--- src/rtl/pfx_serializer_if.sv ---
// pfx_serializer_if: vector capture and element stream bundle for pfx_serializer.
// slave is the serializer side, master is the upstream/sink side.
interface pfx_serializer_if #(
  parameter int IWIDTH = 8,
  parameter int V_LEN  = 8
);
  localparam int IW = $clog2(V_LEN);

  logic                     valid_in;
  logic [IWIDTH*V_LEN-1:0]  ivec;
  logic                     in_ready;
  logic                     out_valid;
  logic                     out_ready;
  logic [IWIDTH-1:0]        out_data;
  logic [IW-1:0]            out_idx;
  logic                     out_last;
  logic [15:0]              drop_cnt;

  modport master (
    output valid_in, ivec, out_ready,
    input  in_ready, out_valid, out_data, out_idx, out_last, drop_cnt
  );

  modport slave (
    input  valid_in, ivec, out_ready,
    output in_ready, out_valid, out_data, out_idx, out_last, drop_cnt
  );
endinterface

--- src/rtl/pfx_serializer.sv ---
// pfx_serializer: captures a prefix-sum vector on a one-cycle pulse and streams
// its elements out one per valid/ready beat, index 0 first. Vectors that cannot
// be stored are dropped and counted (saturating 16-bit counter).
// Optional build macro PFX_SER_DBLBUF_EN adds one pending vector slot so a
// second vector can wait behind the draining one and follow with no bubble.
module pfx_serializer #(
  parameter int IWIDTH = 8,
  parameter int V_LEN  = 8
) (
  input  logic                clk,
  input  logic                rst,
  pfx_serializer_if.slave     bus
);

  localparam int IW = $clog2(V_LEN);
  localparam logic [IW-1:0] IDX_ZERO = IW'(0);
  localparam logic [IW-1:0] IDX_ONE  = IW'(1);
  localparam logic [IW-1:0] IDX_LAST = IW'(V_LEN - 1);

  typedef enum logic [0:0] {
    IDLE  = 1'b0,
    DRAIN = 1'b1
  } state_t;

  state_t                         state_r;
  state_t                         state_nxt_s;
  logic [V_LEN-1:0][IWIDTH-1:0]   act_r;
  logic [IW-1:0]                  idx_r;
  logic [IW-1:0]                  idx_nxt_s;
  logic [IWIDTH-1:0]              out_data_r;
  logic                           out_valid_r;
  logic                           out_last_r;
  logic [15:0]                    drop_cnt_r;

  logic                           in_ready_s;
  logic                           capture_s;
  logic                           drop_s;
  logic                           load_act_s;
  logic                           swap_s;
  logic                           adv_s;
  logic                           pend_vld_s;
  logic [V_LEN-1:0][IWIDTH-1:0]   pend_data_s;

`ifdef PFX_SER_DBLBUF_EN
  logic                           pend_vld_r;
  logic [V_LEN-1:0][IWIDTH-1:0]   pend_r;
  logic                           pend_load_s;

  // A vector captured while draining parks in the pending slot, unless it
  // arrives on the last beat with the slot empty, where it loads directly.
  assign pend_load_s = capture_s && (state_r == DRAIN) && !load_act_s;

  // Pending slot: filled on a parked capture, emptied when promoted to active.
  always_ff @(posedge clk) begin
    if (rst) begin
      pend_vld_r <= 1'b0;
      pend_r     <= '0;
    end else if (pend_load_s) begin
      pend_vld_r <= 1'b1;
      pend_r     <= bus.ivec;
    end else if (swap_s) begin
      pend_vld_r <= 1'b0;
    end
  end

  assign pend_vld_s  = pend_vld_r;
  assign pend_data_s = pend_r;
  assign in_ready_s  = (state_r == IDLE) || !pend_vld_r;
`else
  assign pend_vld_s  = 1'b0;
  assign pend_data_s = '0;
  assign in_ready_s  = (state_r == IDLE);
`endif

  assign capture_s = bus.valid_in && in_ready_s;
  assign drop_s    = bus.valid_in && !in_ready_s;

  // Next-state and datapath control: load, advance, or promote pending.
  always_comb begin
    state_nxt_s = state_r;
    idx_nxt_s   = idx_r;
    load_act_s  = 1'b0;
    swap_s      = 1'b0;
    adv_s       = 1'b0;
    case (state_r)
      IDLE: begin
        if (capture_s) begin
          load_act_s  = 1'b1;
          idx_nxt_s   = IDX_ZERO;
          state_nxt_s = DRAIN;
        end else begin
          state_nxt_s = IDLE;
        end
      end
      DRAIN: begin
        if (bus.out_ready) begin
          if (idx_r == IDX_LAST) begin
            if (pend_vld_s) begin
              swap_s    = 1'b1;
              idx_nxt_s = IDX_ZERO;
            end else if (capture_s) begin
              load_act_s = 1'b1;
              idx_nxt_s  = IDX_ZERO;
            end else begin
              state_nxt_s = IDLE;
            end
          end else begin
            adv_s     = 1'b1;
            idx_nxt_s = idx_r + IDX_ONE;
          end
        end else begin
          state_nxt_s = DRAIN;
        end
      end
      default: begin
        state_nxt_s = IDLE;
        idx_nxt_s   = IDX_ZERO;
      end
    endcase
  end

  // FSM state register.
  always_ff @(posedge clk) begin
    if (rst) begin
      state_r <= IDLE;
    end else begin
      state_r <= state_nxt_s;
    end
  end

  // Active buffer, index and registered stream outputs; held during stalls.
  always_ff @(posedge clk) begin
    if (rst) begin
      act_r       <= '0;
      idx_r       <= IDX_ZERO;
      out_data_r  <= '0;
      out_valid_r <= 1'b0;
      out_last_r  <= 1'b0;
    end else begin
      idx_r       <= idx_nxt_s;
      out_valid_r <= (state_nxt_s == DRAIN);
      out_last_r  <= (state_nxt_s == DRAIN) && (idx_nxt_s == IDX_LAST);
      if (load_act_s) begin
        act_r      <= bus.ivec;
        out_data_r <= bus.ivec[IWIDTH-1:0];
      end else if (swap_s) begin
        act_r      <= pend_data_s;
        out_data_r <= pend_data_s[IDX_ZERO];
      end else if (adv_s) begin
        out_data_r <= act_r[idx_nxt_s];
      end
    end
  end

  // Saturating count of vectors that arrived with no free slot.
  always_ff @(posedge clk) begin
    if (rst) begin
      drop_cnt_r <= 16'h0000;
    end else if (drop_s && (drop_cnt_r != 16'hFFFF)) begin
      drop_cnt_r <= drop_cnt_r + 16'd1;
    end
  end

  assign bus.in_ready  = in_ready_s;
  assign bus.out_valid = out_valid_r;
  assign bus.out_data  = out_data_r;
  assign bus.out_idx   = idx_r;
  assign bus.out_last  = out_last_r;
  assign bus.drop_cnt  = drop_cnt_r;

endmodule

--- src/flat_wrapper.sv ---
// flat-port wrapper written by rule: the top's interface ports become plain ports
module pfx_serializer_flat 
#(
  parameter int IWIDTH = 8,
  parameter int V_LEN  = 8
)
  (clk, rst, bus_valid_in, bus_ivec, bus_out_ready, bus_in_ready, bus_out_valid, bus_out_data, bus_out_idx, bus_out_last, bus_drop_cnt);
  pfx_serializer_if #(.IWIDTH(IWIDTH), .V_LEN(V_LEN)) bus_i ();
  input  logic clk;
  input  logic rst;
  input wire logic [$bits(bus_i.valid_in)-1:0] bus_valid_in;
  input wire logic [$bits(bus_i.ivec)-1:0] bus_ivec;
  input wire logic [$bits(bus_i.out_ready)-1:0] bus_out_ready;
  output wire logic [$bits(bus_i.in_ready)-1:0] bus_in_ready;
  output wire logic [$bits(bus_i.out_valid)-1:0] bus_out_valid;
  output wire logic [$bits(bus_i.out_data)-1:0] bus_out_data;
  output wire logic [$bits(bus_i.out_idx)-1:0] bus_out_idx;
  output wire logic [$bits(bus_i.out_last)-1:0] bus_out_last;
  output wire logic [$bits(bus_i.drop_cnt)-1:0] bus_drop_cnt;
  assign bus_i.valid_in = bus_valid_in;
  assign bus_i.ivec = bus_ivec;
  assign bus_i.out_ready = bus_out_ready;
  assign bus_in_ready = bus_i.in_ready;
  assign bus_out_valid = bus_i.out_valid;
  assign bus_out_data = bus_i.out_data;
  assign bus_out_idx = bus_i.out_idx;
  assign bus_out_last = bus_i.out_last;
  assign bus_drop_cnt = bus_i.drop_cnt;
  pfx_serializer #(.IWIDTH(IWIDTH), .V_LEN(V_LEN)) u_core (.clk(clk), .rst(rst), .bus(bus_i));
endmodule
--- config.mk ---
export PLATFORM = sky130hd
export DESIGN_NAME = pfx_serializer_flat
export DESIGN_NICKNAME = d
export VERILOG_FILES = /design/src/rtl/pfx_serializer_if.sv /design/src/rtl/pfx_serializer.sv /design/src/flat_wrapper.sv
export SDC_FILE = /design/constraint.sdc
export NUM_CORES = 1
export LEC_CHECK = 0
export CORE_MARGIN = 2
export CORE_UTILIZATION = 57
export CTS_CLUSTER_DIAMETER = 80
export DETAILED_ROUTE_END_ITERATION = 10
export DONT_BUFFER_PORTS = 1
export PLACE_DENSITY = 0.75
export SLEW_MARGIN = 10
export SYNTH_ARGS = -nofsm -noshare
export SYNTH_HDL_FRONTEND = slang
export SYNTH_SLANG_ARGS = --single-unit
--- constraint.sdc ---
create_clock -name clk -period 2.1 [get_ports clk]
set_input_delay 0.42 -clock clk [delete_from_list [all_inputs] [get_ports clk]]
set_output_delay 0.42 -clock clk [all_outputs]
set_load 0.02 [all_outputs]
==> results of run 1 <==
[flip-flops by register name, indices dropped and copies added (netlist names)]
| signal | flops |
|---|---|
| u_core.act_r | 64 |
| u_core.bus.drop_cnt | 16 |
| u_core.bus.out_data | 8 |
| u_core.bus.out_idx | 3 |
| u_core.bus.out_last | 1 |
| u_core.bus.out_valid | 1 |
[cell usage after synthesis, types with 3 or more instances]
master / count
and2_1: 3
ha_1: 4
mux2i_1: 3
buf_1: 8
dfxtp_1: 93
nor2_1: 25
xor2_1: 7
nor3_1: 4
nand2_1: 194
xnor2_1: 8
inv_1: 4
clkbuf_1: 21
buf_2: 6
nand4_1: 24
and3_1: 4
a31oi_1: 14
nand3_1: 15
o21bai_1: 8
a21oi_1: 64
[stage by stage]
step / setup TNS (ns) / hold slack, ns / total power [W] / instances
after floorplan: -0.007115 / 0.4322 / 0.002216 / 538
after global placement: 0 / 0.4363 / 0.002284 / 634
after detailed placement: 0 / 0.4403 / 0.002293 / 634
after CTS: 0 / 0.1220 / 0.003356 / 650
after global routing: -0.2707 / 0.1143 / 0.003509 / 652
final: -0.02660 / 0.1231 / 0.003365 / 652
[worst max-delay path: cells and delay by family, from the launching register on]
kind,cells,cell delay (ns)
adders and majority gates,2,0.29
DFF,1,0.37
and+or+nand+nor,2,0.42
muxes,1,0.34
AOI/OAI and AO/OA,3,0.58
[repair_timing]
item | 4_1_cts | 5_1_grt
gates resized for setup | 1 | 13
setup buffers | 0 | 2
pin swaps | 0 | 4
endpoints found under the setup margin | 1 | 8
gates cloned | 0 | 0
[final timing paths]
kind                                    start                                  end  slack (ns)  cells past startpoint
max          u_core.bus.out_idx[0]$_SDFF_PP0_  u_core.bus.out_data[5]$_SDFFE_PP0P_       -0.03                      8
min                                       rst     u_core.bus.out_idx[2]$_SDFF_PP0_        0.12                      1
max reg2reg  u_core.bus.out_idx[0]$_SDFF_PP0_  u_core.bus.out_data[5]$_SDFFE_PP0P_       -0.03                      8
min reg2reg     u_core.act_r[56]$_SDFFE_PP0P_        u_core.act_r[56]$_SDFFE_PP0P_        0.46                      2
[power groups by stage]
stage / logic, W / clock network (W) / registers (W)
2_1_floorplan: 0.000266 / 0 / 0.00195
3_3_place_gp: 0.000319 / 0 / 0.00196
3_5_place_dp: 0.000326 / 0 / 0.00197
4_1_cts: 0.000329 / 0.00110 / 0.00193
5_1_grt: 0.000383 / 0.00119 / 0.00194
6_report: 0.000341 / 0.00110 / 0.00193
[layout make-up]
cell class	count	area, µm²
repair buffers	38	329.1
well taps	96	120.1
inverters	4	15.01
fillers	569	2166
multi-input cells	405	2191
clock inverters	5	36.28
flip-flops and latches	93	1871
clock buffers	11	141.4
[cells by family after synthesis]
group | synth area share [%]
AND/OR/NAND/NOR | 29.88
XOR/XNOR | 3.218
multiplexers | 1.379
adder cells (fa/ha/maj) | 1.226
AO/OA/AOI/OAI | 14.65
flip-flops | 45.60
buffers and inverters | 4.045
[layer usage]
metal | track usage, % | vias to the layer above | part of all wire [%]
li1 | - | 1845 | -
met1 | 35.50 | 1732 | 44
met2 | 39.96 | 126 | 47
met3 | 5.504 | 19 | 6.6
met4 | 9.229 | 0 | 1.9
met5 | 0 | - | 0
==> impl_results.md, run 1 <==
- Overflow after GRT: 0
- Final WS setup: -0.02660 ns
- Diode count: 0
- Synth Net Count: 610
- Commonest non-fill, non-tap cell in the layout: nand2_1
- Input/output buffers: 0
- Core area: 0.006869 mm²
- Nets: between 600 and 700
- Layout cells sized above 1: 14.39%
- Mapped cell area: 0.004083 mm²
- Synth area leaders: dfxtp_1 (46%), nand2_1 (18%), a21oi_1 (7.8%)
- Clock latency on the worst-skew pair: between 0.3 and 0.4 ns
- Min-delay worst type: in2reg
- Post-synth top area cell: dfxtp_1
- Clock Power Share: approximately a third
- Reg clk slew, reported paths: 0.10 ns
- Post-layout util: 68.47%
- Htree depth: 3
- Logic pwr share: between 10% and 20%
- Crit path required time: 2.33 ns
- Die H: 88.63 µm
- Pre-antenna DRT Iters: 6
- Clock Sinks: 93
- CP max FO: 3
- Largest stage delay, worst path: 0.37 ns
- Worst setup EP type: flip-flop
- Area growth syn-to-layout: 15.20%
- WL per Instance: 15.39 µm
- Worst slew pin tran: around 0.53 ns
- Initial Utilization: 59.44%
- Largest net degree at the start of global routing: 94
- Arr. time, crit path: 2.36 ns
- EDFF count, synth: 0
- Achievable frequency: ~470 MHz
- Initial DRC count: 331
- Failing checks: setup timing
- CTS tree: done
- Synth warn: 0
- Final period util: 101.3%
- Root Buffer: clkbuf_8
- Top_reg_cell synth: dfxtp_1
- Critical path's slowest cell: dfxtp_4
- Cell Area, Placed: roughly 0.0045 mm²
- Vias in the first global route: 3296
- CP Class: reg2reg
- Leakage: 1.698 nW
- Hold buffer count at cts: 0
- Post-Layout Inst Area: about 0.0047 mm²
- Dpl ws: 0.02688 ns
- Post-synthesis register bit count: 93
- Critical path, cell by cell: ha_4, ha_4, and4bb_2, a221oi_4, mux2_4, and3_4, a2111oi_4, o41ai_2
- Syn Area/Cell: roughly 7.6 µm²
- Slew headroom: about 64%
- Dpl hpwl: between 7 and 8 mm
- GRT Total Usage: around a quarter
- Peak supply drop: 0.0005171 V
- Status: finished with violations
- GPL Wtd Cong: approximately 0.9
- Die ar.: about 0.008 mm²
- Most used cell, CP: ha_4
- Cts bufs inserted: 9
- Slew Limit Fails: 0
- P_int: 0.002446 W
- Unrepaired setup endpoints after global routing: true
- Net Sw Frac: 27.31%
- Vias per std cell: 5.709
- Vias: 3722
- Rows: 30
- I/O pin total: 98
- Psw: ~0.00092 W
- Seq/Total Area, Yosys: a little under half
- Commonest cells after routing, fill and taps aside: nand2_1 (193), dfxtp_1 (90), a21oi_1 (64)
- Initial antenna violation count: 0
- Top cell type's share of synthesized area: 45.60%
- Clock skew: 0.01147 ns
- Post-route DRC: 0
- First-pass GRT wire length: 15.62 mm
- Die W: 88.63 µm
- Element type at the critical path start: flip-flop
- # setup viols final: 1
- Ys async rst share: 0%
- Seq pwr share: 57.3%
- Post-Synthesis Cells: 538
- Pwr Density: ~700 mW/mm²
- Routed Antenna Nets: 0
- Cell variety after synth: 43
- Final hold vios: 0
- Wirelength, routed: 10.04 mm
- CTS max path bufs: 2
- Max_cap viols: 0
- Final Critical Period: between 2 and 2.5 ns
(Power assumes the default switching activity.)
==> run 2: changes to the inputs <==
--- a/config.mk
+++ b/config.mk
@@ -5,7 +5,7 @@
 export SDC_FILE = /design/constraint.sdc
 export NUM_CORES = 1
 export LEC_CHECK = 0
-export CORE_MARGIN = 2
+export CORE_MARGIN = 10
 export CORE_UTILIZATION = 57
 export CTS_CLUSTER_DIAMETER = 80
 export DETAILED_ROUTE_END_ITERATION = 10
==> run 2 against run 1 <==
Die area is 39% higher. Largest cell class unchanged. Routed wire length up 8.8%. Maximum frequency shrank 3.6%. The flow still finishes with violations (setup timing). Clock-buffer cell count unchanged. Clock power is 5% higher. Cell count down 0.15%. Highest routed layer unchanged. Hold slack worse by 0.0028 ns.
==> impl_results.md, run 2 (synthesis gave the netlist of run 1 again) <==
- Clock Sinks: 93 (unchanged)
- Peak supply drop: 0.0004346 V (-16%)
- CTS tree: done
- Biggest register: u_core.act_r
- Number of cells on the worst reg-to-reg path: 8 (unchanged)
- Commonest non-fill, non-tap cell in the layout: nand2_1
- Worst setup EP type: flip-flop
- Input/output buffers: 0 (unchanged)
- Diode count: 0 (unchanged)
- Critical path's slowest cell: dfxtp_4
- Critical path, cell by cell: ha_4, ha_4, nor2b_4, mux2_4, a21o_4, nor3_2, a2111oi_4, o41ai_2
- Worst slew pin tran: 0.5503 ns (+0.01732 ns)
- Core area: 0.006869 mm² (unchanged)
- GPL Wtd Cong: 0.8677 (-2.1%)
- Post-layout util: 68.69% (+0.22 points)
- First-pass GRT wire length: 17.41 mm (+11%)
- Initial DRC count: 293 (-11%)
- Leakage: 1.722 nW (+1.4%)
- Max FFs per register: 64 (unchanged)
- Overflow after GRT: 0 (unchanged)
- CP max FO: 6 (+3)
- Achievable frequency: 453.2 MHz (-3.6%)
- Most used cell, CP: ha_4
- I/O pin total: 98 (unchanged)
- Final Critical Period: 2.207 ns (+0.07997 ns)
- Hold Path Depth: 1 (unchanged)
- Final WS setup: -0.1066 ns (-0.07997 ns)
- Slew Limit Fails: 0 (unchanged)
- Layout cells sized above 1: 14.23% (-0.15 points)
- Commonest cells after routing, fill and taps aside: nand2_1 (193), dfxtp_1 (90), a21oi_1 (64)
- # setup viols final: 1 (unchanged)
- Root Buffer: clkbuf_8
- Die W: 104.6 µm (+18%)
- Fin cells: 651 (-0.15%)
- Reg clk slew, reported paths: 0.09 ns (about the same)
- Htree depth: 3 (unchanged)
- Post-route DRC: 0 (unchanged)
- Vias: 3711 (-0.30%)
- Slew headroom: 62.93% (-1.2 points)
- Die ar.: 0.01095 mm² (+39%)
- Nets: 625 (+0.32%)
- Initial antenna violation count: 0 (unchanged)
- CTS max path bufs: 2 (unchanged)
- GRT Total Usage: 19.02% (-6.7 points)
- Element type at the critical path start: flip-flop
- Min-delay worst type: in2reg
- Clock skew: 0.009509 ns (-0.001962 ns)
- Vias per std cell: 5.700 (-0.14%)
- Status: finished with violations
- Final period util: 105.1% (+3.8 points)
- Die H: 104.6 µm (+18%)
- Area growth syn-to-layout: 15.57%
- Final hold vios: 0 (unchanged)
- Pwr Density: 726.1 mW/mm² (+1.5%)
- Routed Antenna Nets: 0 (unchanged)
- Clock latency on the worst-skew pair: 0.36 ns (about the same)
- Crit path required time: 2.36 ns (+0.03 ns)
- Number of fill cells: 572 (+0.53%)
- WL per Instance: 16.77 µm (+8.9%)
- Dpl hpwl: 7.864 mm (+12%)
- Max_cap viols: 0 (unchanged)
- Arr. time, crit path: 2.46 ns (+0.10 ns)
- Initial Utilization: 59.44% (unchanged)
- Unrepaired setup endpoints after global routing: true
- Cells after DPL: 635 (+0.16%)
- Cts bufs inserted: 9 (unchanged)
- Vias in the first global route: 3493 (+6.0%)
- CP Class: reg2reg
- Rows: 30 (unchanged)
- Pre-antenna DRT Iters: 5 (-1)
- Failing checks: setup timing
- Wirelength, routed: 10.92 mm (+8.8%)
- Largest net degree at the start of global routing: 94 (unchanged)
- Largest stage delay, worst path: 0.36 ns (about the same)
## run 2: report_power, final
group          total, W  internal [W]  switching [W]
Clock           0.00115      0.000566       0.000588
Sequential      0.00193       0.00185      0.0000802
Combinational  0.000343      0.000137       0.000206
Total           0.00343       0.00255       0.000875
## run 2: layout make-up
class	instances	area, µm²	share of cell area (%)
clock buffer	11	141.4	2.997
clock inverter	2	36.28	0.7690
inverter	4	15.01	0.3182
multi-input combinational	405	2188	46.38
sequential	93	1871	39.64
tap	96	120.1	2.546
timing repair buffer	40	346.6	7.346
## run 2: path summary, 6_finish.rpt
path	startpoint	to	slack (ns)
min reg2reg	u_core.act_r[57]$_SDFFE_PP0P_	u_core.act_r[57]$_SDFFE_PP0P_	0.45
max reg2reg	u_core.bus.out_idx[0]$_SDFF_PP0_	u_core.bus.out_data[5]$_SDFFE_PP0P_	-0.11
min	rst	u_core.bus.out_idx[0]$_SDFF_PP0_	0.12
max	u_core.bus.out_idx[0]$_SDFF_PP0_	u_core.bus.out_data[5]$_SDFFE_PP0P_	-0.11
## run 2: critical path, delay by kind of cell, from the launching register on
family	cells	cell delay, ns
DFF	1	0.36
adders and majority gates	2	0.34
muxes	1	0.34
AOI/OAI and AO/OA	3	0.64
and+or+nand+nor	2	0.41
## run 2: per-stage QoR
stage	hold WS (ns)	setup TNS [ns]	instance area (µm²)	worst slack, ns	total power (W)
after floorplan	0.4322	-0.007115	4178	-0.007115	0.002216
after global placement	0.4359	0	4473	0.05081	0.002291
after detailed placement	0.4430	-0.03270	4473	-0.03270	0.002301
after CTS	0.1275	-0.01808	4666	-0.01808	0.003425
after global routing	0.1088	-0.4936	4718	-0.1855	0.003567
final	0.1203	-0.1066	4718	-0.1066	0.003426
## run 2: repair_timing
action | CTS | global route
resized for setup | 3 | 8
cloned | 0 | 1
setup endpoints to repair | 1 | 8
hold buffers | 0 | 0
pin swaps | 0 | 2
setup buffers | 0 | 2
## run 2: layer usage
layer | global-route usage (%) | vias to the layer above | part of all wire (%)
met3 | 6.265 | 14 | 9.6
met1 | 23.93 | 1724 | 42
met2 | 30.39 | 143 | 47
li1 | - | 1830 | -
met5 | 0 | - | 0
met4 | 5.490 | 0 | 1.4
